`config.mk`:
```
export PLATFORM = sky130hd
export DESIGN_NAME = vpu_reduction_sequencer
export DESIGN_NICKNAME = d
export VERILOG_FILES = /design/src/rtl/vpu_reduction_sequencer_pkg.sv /design/src/rtl/vpu_reduction_sequencer.sv
export SDC_FILE = /design/constraint.sdc
export NUM_CORES = 1
export LEC_CHECK = 0
export ABC_AREA = 1
export CORE_AREA = 5 5 412 414
export CTS_CLUSTER_SIZE = 20
export DETAILED_ROUTE_END_ITERATION = 16
export DIE_AREA = 0 0 417 419
export GPL_TIMING_DRIVEN = 0
export PLACE_DENSITY = 0.47
export RECOVER_POWER = 100
export SLEW_MARGIN = 15
export SYNTH_ARGS = -nofsm -noshare
export SYNTH_HDL_FRONTEND = slang
export SYNTH_SLANG_ARGS = --single-unit
```
`constraint.sdc`:
```
create_clock -name clk -period 51 [get_ports clk]
set_input_delay 10.2 -clock clk [delete_from_list [all_inputs] [get_ports clk]]
set_output_delay 10.2 -clock clk [all_outputs]
set_load 0.02 [all_outputs]
```
`src/rtl/vpu_reduction_sequencer_pkg.sv`:
```
// ----------------------------------------------------------------------------
// vpu_reduction_sequencer_pkg
//   Shared types and defaults for the VPU reduction sequencer: operand and
//   chunk geometry, the exec-request op struct seen by the reduction unit,
//   the sequencer state encoding and the default chunk timeout.
// ----------------------------------------------------------------------------
package vpu_reduction_sequencer_pkg;

    localparam int unsigned OPERAND_WIDTH   = 16;   // bf16 scalar
    localparam int unsigned LANES_PER_EXEC  = 16;
    localparam int unsigned DWIDTH_PER_EXEC = OPERAND_WIDTH * LANES_PER_EXEC;
    localparam int unsigned VPU_EXEC_CNT    = 2;    // chunks per full vector
    localparam int unsigned RED_SEQ_TIMEOUT = 256;  // cycles per chunk before error

    typedef struct packed {
        logic fp_sum_r;
        logic fp_max_r;
    } vpu_fp_req_t;

    typedef struct packed {
        vpu_fp_req_t fp_req;
    } vpu_exec_req_t;

    typedef enum logic [1:0] {
        RS_IDLE,
        RS_ISSUE,
        RS_WAIT,
        RS_RESP
    } red_seq_state_t;

    // Exactly one of sum/max must be requested.
    function automatic logic red_op_legal(input vpu_exec_req_t op);
        return op.fp_req.fp_sum_r ^ op.fp_req.fp_max_r;
    endfunction

endpackage

```
`src/rtl/vpu_reduction_sequencer.sv`:
```
// ----------------------------------------------------------------------------
// vpu_reduction_sequencer
//   Runs one full-dimension FP_SUM / FP_MAX reduction through the reduction
//   unit: accepts op + EXEC_CNT chunks, issues one start per chunk while
//   holding the op stable, and returns the lane-0 scalar of the last chunk.
//
// Ports
//   clk, rst       clock (rising edge), asynchronous active-high reset
//   req_*          request handshake: valid/ready, op, full operand vector
//   red_start_o    one-cycle start pulse per chunk to the reduction unit
//   red_op_o       op held from accept until response handshake, 0 in IDLE
//   red_operand_o  current chunk
//   red_dout_i     unit result (lane 0 used), red_done_i per-chunk done
//   rsp_*          response handshake: valid/ready, scalar data, error flag
//   busy_o         sequencer not idle
// ----------------------------------------------------------------------------
module vpu_reduction_sequencer
    import vpu_reduction_sequencer_pkg::*;
#(
    parameter int unsigned EXEC_CNT       = VPU_EXEC_CNT,
    parameter int unsigned TIMEOUT_CYCLES = RED_SEQ_TIMEOUT
) (
    input  logic                                clk,
    input  logic                                rst,
    input  logic                                req_valid_i,
    output logic                                req_ready_o,
    input  vpu_exec_req_t                       req_op_i,
    input  logic [EXEC_CNT*DWIDTH_PER_EXEC-1:0] req_data_i,
    output logic                                red_start_o,
    output vpu_exec_req_t                       red_op_o,
    output logic [DWIDTH_PER_EXEC-1:0]          red_operand_o,
    input  logic [DWIDTH_PER_EXEC-1:0]          red_dout_i,
    input  logic                                red_done_i,
    output logic                                rsp_valid_o,
    input  logic                                rsp_ready_i,
    output logic [OPERAND_WIDTH-1:0]            rsp_data_o,
    output logic                                rsp_err_o,
    output logic                                busy_o
);

    localparam int unsigned CNT_W = $clog2(EXEC_CNT);
    localparam int unsigned TMR_W = $clog2(TIMEOUT_CYCLES + 1);
    localparam logic [CNT_W-1:0] CNT_LAST = CNT_W'(EXEC_CNT - 1);
    localparam logic [TMR_W-1:0] TMR_LAST = TMR_W'(TIMEOUT_CYCLES - 1);

    red_seq_state_t                       r_state,    w_state;
    logic [CNT_W-1:0]                     r_cnt,      w_cnt;
    logic [TMR_W-1:0]                     r_timer,    w_timer;
    vpu_exec_req_t                        r_op,       w_op;
    logic [EXEC_CNT*DWIDTH_PER_EXEC-1:0]  r_data,     w_data;
    logic [OPERAND_WIDTH-1:0]             r_rsp_data, w_rsp_data;
    logic                                 r_err,      w_err;

    logic                                 w_active;
    logic                                 w_unused_dout;

    // Only lane 0 of the unit result carries the reduced scalar.
    assign w_unused_dout = ^red_dout_i[DWIDTH_PER_EXEC-1:OPERAND_WIDTH];

    always_ff @(posedge clk or posedge rst) begin
        if (rst) begin
            r_state    <= RS_IDLE;
            r_cnt      <= '0;
            r_timer    <= '0;
            r_op       <= '0;
            r_data     <= '0;
            r_rsp_data <= '0;
            r_err      <= 1'b0;
        end else begin
            r_state    <= w_state;
            r_cnt      <= w_cnt;
            r_timer    <= w_timer;
            r_op       <= w_op;
            r_data     <= w_data;
            r_rsp_data <= w_rsp_data;
            r_err      <= w_err;
        end
    end

    always_comb begin
        w_state    = r_state;
        w_cnt      = r_cnt;
        w_timer    = r_timer;
        w_op       = r_op;
        w_data     = r_data;
        w_rsp_data = r_rsp_data;
        w_err      = r_err;
        case (r_state)
            RS_IDLE: begin
                if (req_valid_i) begin
                    w_op   = req_op_i;
                    w_data = req_data_i;
                    w_cnt  = '0;
                    if (red_op_legal(req_op_i)) begin
                        w_state = RS_ISSUE;
                    end else begin
                        // Illegal op: answer straight away, the unit never starts.
                        w_state    = RS_RESP;
                        w_err      = 1'b1;
                        w_rsp_data = '0;
                    end
                end
            end
            RS_ISSUE: begin
                w_timer = '0;
                w_state = RS_WAIT;
            end
            RS_WAIT: begin
                if (red_done_i) begin
                    if (r_cnt == CNT_LAST) begin
                        w_rsp_data = red_dout_i[OPERAND_WIDTH-1:0];
                        w_err      = 1'b0;
                        w_state    = RS_RESP;
                    end else begin
                        w_cnt   = r_cnt + 1'b1;
                        w_state = RS_ISSUE;
                    end
                end else if (r_timer == TMR_LAST) begin
                    w_err      = 1'b1;
                    w_rsp_data = '0;
                    w_state    = RS_RESP;
                end else if (r_timer != '1) begin
                    w_timer = r_timer + 1'b1;
                end
            end
            RS_RESP: begin
                if (rsp_ready_i) begin
                    w_state    = RS_IDLE;
                    w_cnt      = '0;
                    w_err      = 1'b0;
                    w_rsp_data = '0;
                    w_op       = '0;
                end
            end
            default: w_state = RS_IDLE;
        endcase
    end

    assign w_active      = (r_state == RS_ISSUE) || (r_state == RS_WAIT);
    assign req_ready_o   = (r_state == RS_IDLE);
    assign busy_o        = (r_state != RS_IDLE);
    assign red_start_o   = (r_state == RS_ISSUE);
    assign red_op_o      = busy_o ? r_op : '0;
    assign red_operand_o = w_active ? r_data[r_cnt*DWIDTH_PER_EXEC +: DWIDTH_PER_EXEC] : '0;
    assign rsp_valid_o   = (r_state == RS_RESP);
    assign rsp_data_o    = rsp_valid_o ? r_rsp_data : '0;
    assign rsp_err_o     = rsp_valid_o & r_err;

endmodule

```
==> results.toml <==
[sta]
finalCriticalPeriod_ns = 20.27
max_freq_ghz = 0.0493
rsz0062_at_grt = "no"
finalHoldViolCount = 0
slew_viol_final = 556
tightest_slew_ns = 5.52
skew_ns = 0.0160
setup_violations = 0
finalSetupTns_ns = 0
timing.slew.headroom = -2.68
min_period_over_period = 0.397

[synthesis]
yosys.area.top_type_share = 0.551
synthTopCellsByCount = "dfrtp_1 (543), nor2_1 (538), mux2_1 (480)"
syn_area_per_cell_um2 = 11.2
async_reset_ff_frac = 1.00
yosysSeqAreaShare = 0.551
yosys_most_used_dff = "dfrtp_1"
synth.most_common_cell = "dfrtp_1"
yosysWarnings = 0
synth_edf_count = 0
syn_inst = 2209
synth_cell_types = 22
syn_nets = 2991
ys_ff_latch = 543
synth_top_cell_by_area = "dfrtp_1"
synth_area_leaders = "dfrtp_1 (55%), mux2_1 (22%), nor2_1 (8.2%)"
netlist_area_mm2 = 0.0246

[clock_network]
cts_tree = "built"
clkSinkCount = 543
postCtsHoldBufs = 0
clk_latency_ns = 0.65
clk_pin_slew_ns = 0.05
cts_resized = 0
cts.htree.levels = 3
cts_buffers = 72
clockBufferDepth = 3
post_cts_buffers = 0
root_buffer = "clkbuf_16"

[layout]
final_cells = 5392
drive_gt1_frac = 0.0587
regArea_mm2 = 0.0136
area_growth_pct = 53.0
multiInputGateArea_mm2 = 0.00977
final_core_util = 0.227
nets = 3884
fillers = 18100

[job]
maxCapViolations = 7

[global_routing]
first_global_vias = 21200
grt_pass1_wl_um = 160000
grt_overflow = 0
antenna_found_initial = 60
grt_max_degree = 97
track_usage = 0.128

[placement]
port_buffers = 813
dpl.cell_count = 5232
finalWeightedCongestion = 0.835
dp_hpwl_um = 91500

[detailed_routing]
num_vias = 19800
drc = 0
via_per_inst = 3.68
totalWireLength_um = 116000
wl_per_cell_um = 21.5
first_pass_iters = 5
drt-initial-drc-count = 836
ant_nets = 0

[pwr]
internal-power_w = 0.00150
clkPwrFrac = 0.207
p_per_area_mw_per_mm2 = 69.5
power_switching_w = 0.00112
power_frac_comb = 0.504
seq_power_share = 0.289
switching_share = 0.428
peakVddDrop_v = 0.0000309
p_leak_nw = 16.1
total_power_w = 0.00262

[critical_path]
rr_startpoint = "r_state[0]$_DFFE_PP0P_"
critPathKind = "in -> async"
reg2regPathDepth = 7
end_kind = "async pin"
crit_fanout = 96
worst_ep_required_time_ns = 50.39
arrival_ns = 19.66
r2r_slack_ns = 47.07
r2r-end = "r_data[253]$_DFFE_PP0P_"
startpoint_type = "input port"
startpoint = "rst"

[die]
initial_utilization = 0.149
dieWidth_um = 417
pin_count = 1054
die-area_mm2 = 0.175
coreArea_mm2 = 0.166
rows = 150
dieHeight_um = 419

[min_path]
worstHoldStart = "r_rsp_data[4]$_DFFE_PP0P_"
hold_path_class = "reg -> reg"
hold-path-endpoint = "r_rsp_data[4]$_DFFE_PP0P_"
holdPathStages = 2

[status]
violations = "max-capacitance violations, max-slew violations"
status = "finished, violations left"
-- cell families (layout without fill, tap and decap cells) --
| kind of cell | Yosys count | after routing | share of synthesized area |
|---|---|---|---|
| compound gates | 272 | 272 | 0.0553 |
| mux | 512 | 512 | 0.234 |
| flops | 543 | 543 | 0.551 |
| other cells | 0 | 34 | 0 |
| buf+inv | 210 | 1155 | 0.0512 |
| fa+ha+maj | 7 | 7 | 0.00355 |
| simple gates | 665 | 665 | 0.105 |
-- worst max-delay path, stage by stage --
cell and delay, ns:
dlygate4sd3_1 0.55, clkinvlp_2 1.30, clkbuf_1 3.34, clkbuf_1 3.95
-- metal layers --
metal  wire length, um  vias up  GRT usage
li1                  -     9233          -
met1             47000     9791      0.151
met2             56500      634      0.213
met3              8590      164     0.0466
met4              3550       20     0.0440
met5               122        -    0.00972
-- cell type report --
class                           instances  share of cell area
Antenna cell                           34             0.00226
Buffer                                150              0.0165
Clock buffer                          107              0.0581
Clock inverter                         19             0.00797
Inverter                               60             0.00601
Multi-Input combinational cell       1456               0.259
Sequential cell                       543               0.360
Tap cell                             2204              0.0732
Timing Repair Buffer                  819               0.216
-- power by group through the flow --
| stage | logic (W) | clock network [W] | registers, W |
|---|---|---|---|
| after global routing | 0.00144 | 0.000580 | 0.000783 |
| after CTS | 0.00146 | 0.000566 | 0.000757 |
| after global placement | 0.00145 | 0 | 0.000761 |
| final | 0.00132 | 0.000543 | 0.000757 |
| after floorplan | 0.000759 | 0 | 0.000730 |
| after detailed placement | 0.00145 | 0 | 0.000764 |
-- through the flow --
stage / hold slack (ns) / cell area [um^2] / setup slack, ns
after floorplan: 0.442 / 24600 / 25.62
after global placement: 0.466 / 35500 / 16.00
after detailed placement: 0.460 / 35700 / 37.32
after CTS: 0.474 / 38200 / 36.57
after global routing: 0.490 / 37700 / 28.61
final: 0.470 / 37700 / 30.73
-- worst max-delay path by stage --
stage / end / slack (ns) / cells past startpoint
after global placement: r_data[246]$_DFFE_PP0P_ / 16.00 / 2
after global routing: r_data[5]$_DFFE_PP0P_ / 28.61 / 4
after floorplan: r_cnt$_DFFE_PP0P_ / 25.62 / 1
after CTS: red_operand_o[116] / 36.57 / 7
final: r_data[6]$_DFFE_PP0P_ / 30.73 / 4
after detailed placement: red_operand_o[116] / 37.32 / 7
-- state kept, by name, summed over array words and instances (netlist names) --
register and cells:
r_op 2, r_cnt 1, r_timer 9, r_state 2
r_rsp_data 16, r_data 512, r_err 1
-- cell usage in the layout, fill, tap and decap left out, drive strengths merged --
cell           synthesis  routed
dfrtp                543     543
nor2                 539     539
clkdlybuf4s50          0     533
mux2                 512     512
dlygate4sd3            0     280
o21ai                269     269
clkbuf                53     226
nand2                 91      91
inv                   60      60
buf                   97      37
diode                  0      34
nand3                 28      28
clkinv                 0      11
ha                     7       7
bufinv                 0       7
nand4                  6       6
a21oi                  2       2
clkinvlp               0       1
o22ai                  1       1
nor3                   1       1
Note: power is estimated with default switching activity, not from simulation.
